`config.mk`:
```
export PLATFORM = sky130hd
export DESIGN_NAME = mem_controller
export DESIGN_NICKNAME = d
export VERILOG_FILES = /design/src/rtl/mem_ctrl_pkg.sv /design/src/rtl/mem_controller_byte_assembler.sv /design/src/rtl/mem_controller.sv
export SDC_FILE = /design/constraint.sdc
export NUM_CORES = 1
export LEC_CHECK = 0
export BUFFER_PORTS_ARGS = -buffer_cell sky130_fd_sc_hd__buf_2
export CORE_MARGIN = 3
export CORE_UTILIZATION = 30
export CTS_BUF_LIST = sky130_fd_sc_hd__clkbuf_8
export DETAILED_ROUTE_END_ITERATION = 8
export GPL_TIMING_DRIVEN = 0
export PLACE_DENSITY = 0.54
export REMOVE_ABC_BUFFERS = 1
export SLEW_MARGIN = 20
export SYNTH_ARGS = -nofsm -noshare
export SYNTH_HDL_FRONTEND = slang
export SYNTH_HIERARCHICAL = 1
export SYNTH_SLANG_ARGS = --single-unit
```
`constraint.sdc`:
```
create_clock -name clockIn -period 4.08 [get_ports clockIn]
set_clock_uncertainty 0.15 [all_clocks]
set_input_delay 0.612 -clock clockIn [delete_from_list [all_inputs] [get_ports clockIn]]
set_output_delay 0.612 -clock clockIn [all_outputs]
set_load 0.005 [all_outputs]
```
`src/rtl/mem_ctrl_pkg.sv`:
```
// mem_ctrl_pkg: shared types and helpers for the unified-RAM controller.
// States, access size codes and the byte-count decode.
package mem_ctrl_pkg;

  typedef enum logic [1:0] {
    IDLE,
    READ,
    WRITE,
    DONE
  } state_t;

  localparam logic [1:0] SZ_BYTE = 2'b00;
  localparam logic [1:0] SZ_HALF = 2'b01;
  localparam logic [1:0] SZ_WORD = 2'b11;

  localparam logic [31:0] IO_BASE_DEF  = 32'h0003_0000;
  localparam int          IF_BYTES_DEF = 4;

  function automatic logic [2:0] byte_count(input logic [1:0] size);
    case (size)
      SZ_BYTE: byte_count = 3'd1;
      SZ_HALF: byte_count = 3'd2;
      default: byte_count = 3'd4;
    endcase
  endfunction

endpackage

```
`src/rtl/mem_controller_byte_assembler.sv`:
```
// byte_assembler: little-endian merge of serial read bytes.
// merged shows the word with the current byte already inserted.
module byte_assembler (
  input  logic        clockIn,
  input  logic        resetIn,
  input  logic        clear,
  input  logic        capture,
  input  logic [7:0]  byteIn,
  output logic [31:0] merged
);

  logic [1:0]  idx;
  logic [31:0] acc;

  assign merged = acc | (32'(byteIn) << {idx, 3'b000});

  // Byte slot counter and accumulator, cleared at each new access
  always_ff @(posedge clockIn or negedge resetIn) begin
    if (!resetIn) begin
      idx <= 2'd0;
      acc <= 32'd0;
    end else if (clear) begin
      idx <= 2'd0;
      acc <= 32'd0;
    end else if (capture) begin
      idx <= idx + 2'd1;
      acc <= merged;
    end
  end

endmodule

```
`src/rtl/mem_controller.sv`:
```
// mem_controller: IF/LSB arbiter and byte serializer for the unified RAM.
// Define MEM_CTRL_IO_STALL_EN to hold I/O writes while ioBufferFull is set.
module mem_controller
  import mem_ctrl_pkg::*;
#(
  parameter logic [31:0] IO_BASE  = IO_BASE_DEF,
  parameter int          IF_BYTES = IF_BYTES_DEF
) (
  input  logic        clockIn,
  input  logic        resetIn,
  input  logic        readyIn,
  input  logic        clearIn,
  input  logic        lsbFlag,
  input  logic [2:0]  lsbOp,
  input  logic [31:0] lsbAddr,
  input  logic [31:0] lsbDataIn,
  output logic [31:0] lsbDataOut,
  output logic        lsbOkFlag,
  input  logic        ifFlag,
  input  logic [31:0] ifAddr,
  output logic [31:0] ifDataOut,
  output logic        ifOkFlag,
  input  logic [7:0]  memDin,
  output logic [7:0]  memDout,
  output logic [31:0] memA,
  output logic        memWr,
  input  logic        ioBufferFull
);

  state_t      state;
  state_t      stateNext;
  logic [2:0]  cnt;
  logic [2:0]  nBytes;
  logic        isLsb;
  logic        isStore;
  logic [31:0] wData;
  logic        accept;
  logic        selLsb;
  logic        capture;
  logic        lastByte;
  logic        ioStall;
  logic        advance;
  logic [31:0] merged;

`ifdef MEM_CTRL_IO_STALL_EN
  assign ioStall = (state == WRITE) && (memA >= IO_BASE) && ioBufferFull;
`else
  logic unusedIo;
  assign unusedIo = ^{ioBufferFull, IO_BASE};
  assign ioStall  = 1'b0;
`endif

  assign advance = readyIn && !ioStall;

  // State register
  always_ff @(posedge clockIn or negedge resetIn) begin
    if (!resetIn) state <= IDLE;
    else          state <= stateNext;
  end

  // Arbitration, sequencing, write strobe and ok pulses
  always_comb begin
    stateNext = state;
    accept    = 1'b0;
    selLsb    = 1'b0;
    capture   = 1'b0;
    lastByte  = 1'b0;
    memWr     = 1'b0;
    lsbOkFlag = 1'b0;
    ifOkFlag  = 1'b0;
    unique case (state)
      IDLE: begin
        if (readyIn) begin
          if (lsbFlag) begin
            accept    = 1'b1;
            selLsb    = 1'b1;
            stateNext = lsbOp[2] ? WRITE : READ;
          end else if (ifFlag && !clearIn) begin
            accept    = 1'b1;
            stateNext = READ;
          end
        end
      end
      READ: begin
        if (readyIn) begin
          if (clearIn) begin
            stateNext = IDLE;
          end else begin
            capture  = (cnt != 3'd0);
            lastByte = (cnt == nBytes);
            if (lastByte) stateNext = DONE;
          end
        end
      end
      WRITE: begin
        memWr = advance;
        if (advance && cnt == nBytes - 3'd1) stateNext = DONE;
      end
      DONE: begin
        if (isStore || !(clearIn && readyIn)) begin
          lsbOkFlag = isLsb;
          ifOkFlag  = !isLsb;
        end
        if (readyIn) stateNext = IDLE;
      end
      default: stateNext = IDLE;
    endcase
  end

  // Access context, address/data sequencing and result registers
  always_ff @(posedge clockIn or negedge resetIn) begin
    if (!resetIn) begin
      cnt        <= 3'd0;
      nBytes     <= 3'd0;
      isLsb      <= 1'b0;
      isStore    <= 1'b0;
      wData      <= 32'd0;
      memA       <= 32'd0;
      memDout    <= 8'd0;
      lsbDataOut <= 32'd0;
      ifDataOut  <= 32'd0;
    end else if (accept) begin
      cnt     <= 3'd0;
      isLsb   <= selLsb;
      isStore <= selLsb && lsbOp[2];
      nBytes  <= selLsb ? byte_count(lsbOp[1:0]) : 3'(IF_BYTES);
      memA    <= selLsb ? lsbAddr : ifAddr;
      if (selLsb && lsbOp[2]) begin
        wData   <= lsbDataIn;
        memDout <= lsbDataIn[7:0];
      end
    end else if (state == READ && readyIn && !clearIn) begin
      cnt <= cnt + 3'd1;
      if (cnt < nBytes - 3'd1) memA <= memA + 32'd1;
      if (lastByte) begin
        if (isLsb) lsbDataOut <= merged;
        else       ifDataOut  <= merged;
      end
    end else if (state == WRITE && advance) begin
      cnt     <= cnt + 3'd1;
      memA    <= memA + 32'd1;
      memDout <= wData[15:8];
      wData   <= {8'h00, wData[31:8]};
    end
  end

  byte_assembler uAsm (
    .clockIn (clockIn),
    .resetIn (resetIn),
    .clear   (accept),
    .capture (capture),
    .byteIn  (memDin),
    .merged  (merged)
  );

endmodule

```
==> impl_metrics.py <==
metrics = {
    "yosys": {
        "synth-seq-area-share_pct": 49.8,
        "yosysWarningCount": 6,
        "ys_ff_latch": 172,
        "synth_edf_count": 0,
        "syn_inst": 839,
        "synth_top_cell_area_share_pct": 49.8,
        "ys.flop_type": "dfrtp_1",
        "async_flop_share_pct": 100,
        "synth_area_um2": 8650,
        "yosysUniqueCellTypes": 71,
        "synthTopCellsByArea": "dfrtp_1, mux2_2, nand2_1",
        "yosys.area.top_type": "dfrtp_1",
        "avgSynthCellArea_um2": 10.3,
    },
    "global_route": {
        "grt_pass1_vias": 7007,
        "grt_pass1_wl_mm": 39.2,
        "grt_max_degree": 119,
        "grt_antenna_before_repair": 6,
        "grt_overflow": 0,
        "track_usage_pct": 15.8,
    },
    "floorplanning": {
        "initial_core_util_pct": 30.8,
        "core_area_um2": 28100,
        "dieHeight_um": 176,
        "fp-row-count": 61,
        "dieArea_um2": 30900,
        "io_pins": 221,
        "die_x_um": 176,
    },
    "critical_path": {
        "cp_max_fo": 118,
        "critPathRequiredTime_ns": 4.32,
        "arrival_ns": 3.88,
        "critPathKind": "reg -> reg",
        "crit_path_end_kind": "register",
        "cp-start-kind": "register",
    },
    "sta": {
        "rsz0062_at_grt": "false",
        "slew_violations": 0,
        "finalCritPeriodShare_pct": 89.3,
        "hold_violations": 0,
        "timing.slew.headroom_pct": 34.2,
        "max_freq_ghz": 0.274,
        "min_period_ns": 3.64,
        "finalSetupViolCount": 0,
        "tightest_slew_ns": 0.987,
        "holdWs_ns": 0.202,
    },
    "routing": {
        "via_count": 7022,
        "firstDrtPassIters": 4,
        "via_per_inst": 4.96,
        "drc_errors": 0,
        "wire_per_inst_um": 17.1,
        "drt_iter0_drc": 276,
        "ant_nets": 0,
        "drt_wl_total_mm": 24.3,
    },
    "clock_network": {
        "cts.sinks": 172,
        "cts_tree": "built",
        "worstSkewPairLatency_ns": 0.46,
        "h-tree-depth": 4,
        "cts_made_buffers": 17,
        "cts_root_buf": "clkbuf_8",
        "clk_pin_slew_worst_paths_ns": 0.12,
        "cts_buffer_depth": 2,
    },
    "power_and_ir_drop": {
        "power_density_nw_per_um2": 590,
        "leakagePower_uw": 0.00518,
        "power.total_uw": 6210,
        "vdd_drop_max_mv": 0.224,
    },
    "cells_and_area": {
        "final_nets": 1145,
        "final_layout_size_suffix_gt1_share_pct": 33.0,
        "fin_util_pct": 37.4,
        "area_growth_pct": 21.6,
    },
    "placement": {
        "dp_hpwl_mm": 17.2,
        "port_buffers": 219,
        "globalplace.congestion": 0.798,
    },
    "flow_run": {
        "drv_cap": 0,
    },
    "hold_path": {
        "hp-class": "in -> reg",
    },
    "status": {
        "outcome": "complete, no violations",
    },
}
-- final timing paths --
path | start | to | slack [ns] | cells after the start
worst min-delay path | lsbOp[0] | nBytes[0]$_DFFE_PN0P_ | 0.20 | 2
worst max-delay path | state[1]$_DFFE_PN0P_ | memA[19]$_DFFE_PN0P_ | 0.44 | 6
worst min register to register | memDout[0]$_DFFE_PN0P_ | memDout[0]$_DFFE_PN0P_ | 0.34 | 2
min in group asynchronous | resetIn | lsbDataOut[17]$_DFFE_PN0P_ | 0.51 | 2
max in group asynchronous | resetIn | wData[13]$_DFFE_PN0P_ | 2.27 | 4
worst max register to register | state[1]$_DFFE_PN0P_ | memA[19]$_DFFE_PN0P_ | 0.44 | 6
-- state kept, by name (all words and copies together), names as in the netlist, 2 cells and up --
name	cells
uAsm/acc	32
lsbDataOut	32
cnt	3
state	2
memA	32
ifDataOut	32
nBytes	3
wData	25
uAsm/idx	2
memDout	7
-- synthesized netlist by cell type, drive strengths merged, types with 3 or more instances --
cell type,count
o221a,3
nor2b,3
a21oi,46
dfrtp,172
xnor2,3
nor2,29
ha,7
or4,4
clkbuf,20
o21ai,57
buf,41
nand3,31
o31ai,8
nand2,98
inv,46
a22o,11
nand2b,11
nand4,10
mux2,65
o32ai,5
o22a,4
mux2i,27
and4,6
nor3,5
and3,8
nand3b,3
o221ai,3
a31oi,5
a21o,27
o22ai,30
nand4bb,3
a2bb2oi,4
or3b,3
or3,3
o211ai,4
and2,4
nor4,3
-- where the power goes --
part           switching (uW)  internal, uW
combinational            1160          1020
sequential                468          2240
clock                     747           579
-- cells in the final DEF (no fill, tap or decap), types with 6 or more instances in the layout --
master    instances
clkbuf_8         17
nand4_1          10
dfrtp_1         172
a21oi_1          45
o22ai_2           7
buf_2           218
ha_1              7
o31ai_1           8
o21ai_0          52
mux2i_1          27
a21o_1           26
o22ai_1          23
and3_1            8
nor2_1           28
inv_1            46
nand2b_1         11
nand3_1          31
mux2_2           61
a22o_1           11
nand2_1          98
and4_1            6
-- metal layers --
layer  GRT usage, %  wire length, um  vias to the layer above
met1           20.8            10800                     3403
met5              0               56                        -
met4           3.66              259                       10
met3           5.23             2000                       24
met2           25.2            11100                      202
li1               -                -                     3383
-- final cells by class --
| class | instances | area, um^2 |
|---|---|---|
| Sequential cell | 172 | 4300 |
| Timing Repair Buffer | 227 | 1280 |
| Clock inverter | 15 | 196 |
| Inverter | 47 | 190 |
| Tap cell | 378 | 473 |
| Antenna cell | 1 | 2.50 |
| Fill cell | 2956 | 17600 |
| Multi-Input combinational cell | 559 | 3840 |
| Clock buffer | 17 | 234 |
-- timing repair --
| item | 4_1_cts | 5_1_grt |
|---|---|---|
| setup endpoints to repair | 0 | 15 |
| hold buffers | 1 | 0 |
| endpoints found under the hold margin | 54 | 0 |
| gates resized for setup | 0 | 1 |
| buffers inserted | 0 | 0 |
-- through the flow --
| step | setup WS, ns | setup TNS [ns] | instances | area, um^2 |
|---|---|---|---|---|
| global placement | -2.59 | -204.28 | 1375 | 9870 |
| finish | 0.436 | 0 | 1416 | 10500 |
| floorplan | -0.162 | -2.26 | 778 | 8300 |
| detailed placement | -0.0427 | -0.200 | 1382 | 10100 |
| CTS | 0.157 | 0 | 1415 | 10500 |
| global route | 0.253 | 0 | 1416 | 10500 |
-- cell families after synthesis --
logic type | count (synthesis) | synth area share (%)
xor+xnor | 5 | 0.507
flops | 172 | 49.8
fa+ha+maj | 7 | 1.01
mux | 92 | 11.6
compound gates | 226 | 17.8
buf+inv | 108 | 6.12
simple gates | 229 | 13.2
-- critical path, cell delays in order (launching register included) --
cell and delay (ns):
dfrtp_1 0.53, or3b_1 0.60, a21o_4 0.42, bufinv_8 0.79, o21ai_4 0.36, or4_1 0.54
nand3_1 0.09
(Power assumes the default switching activity.)
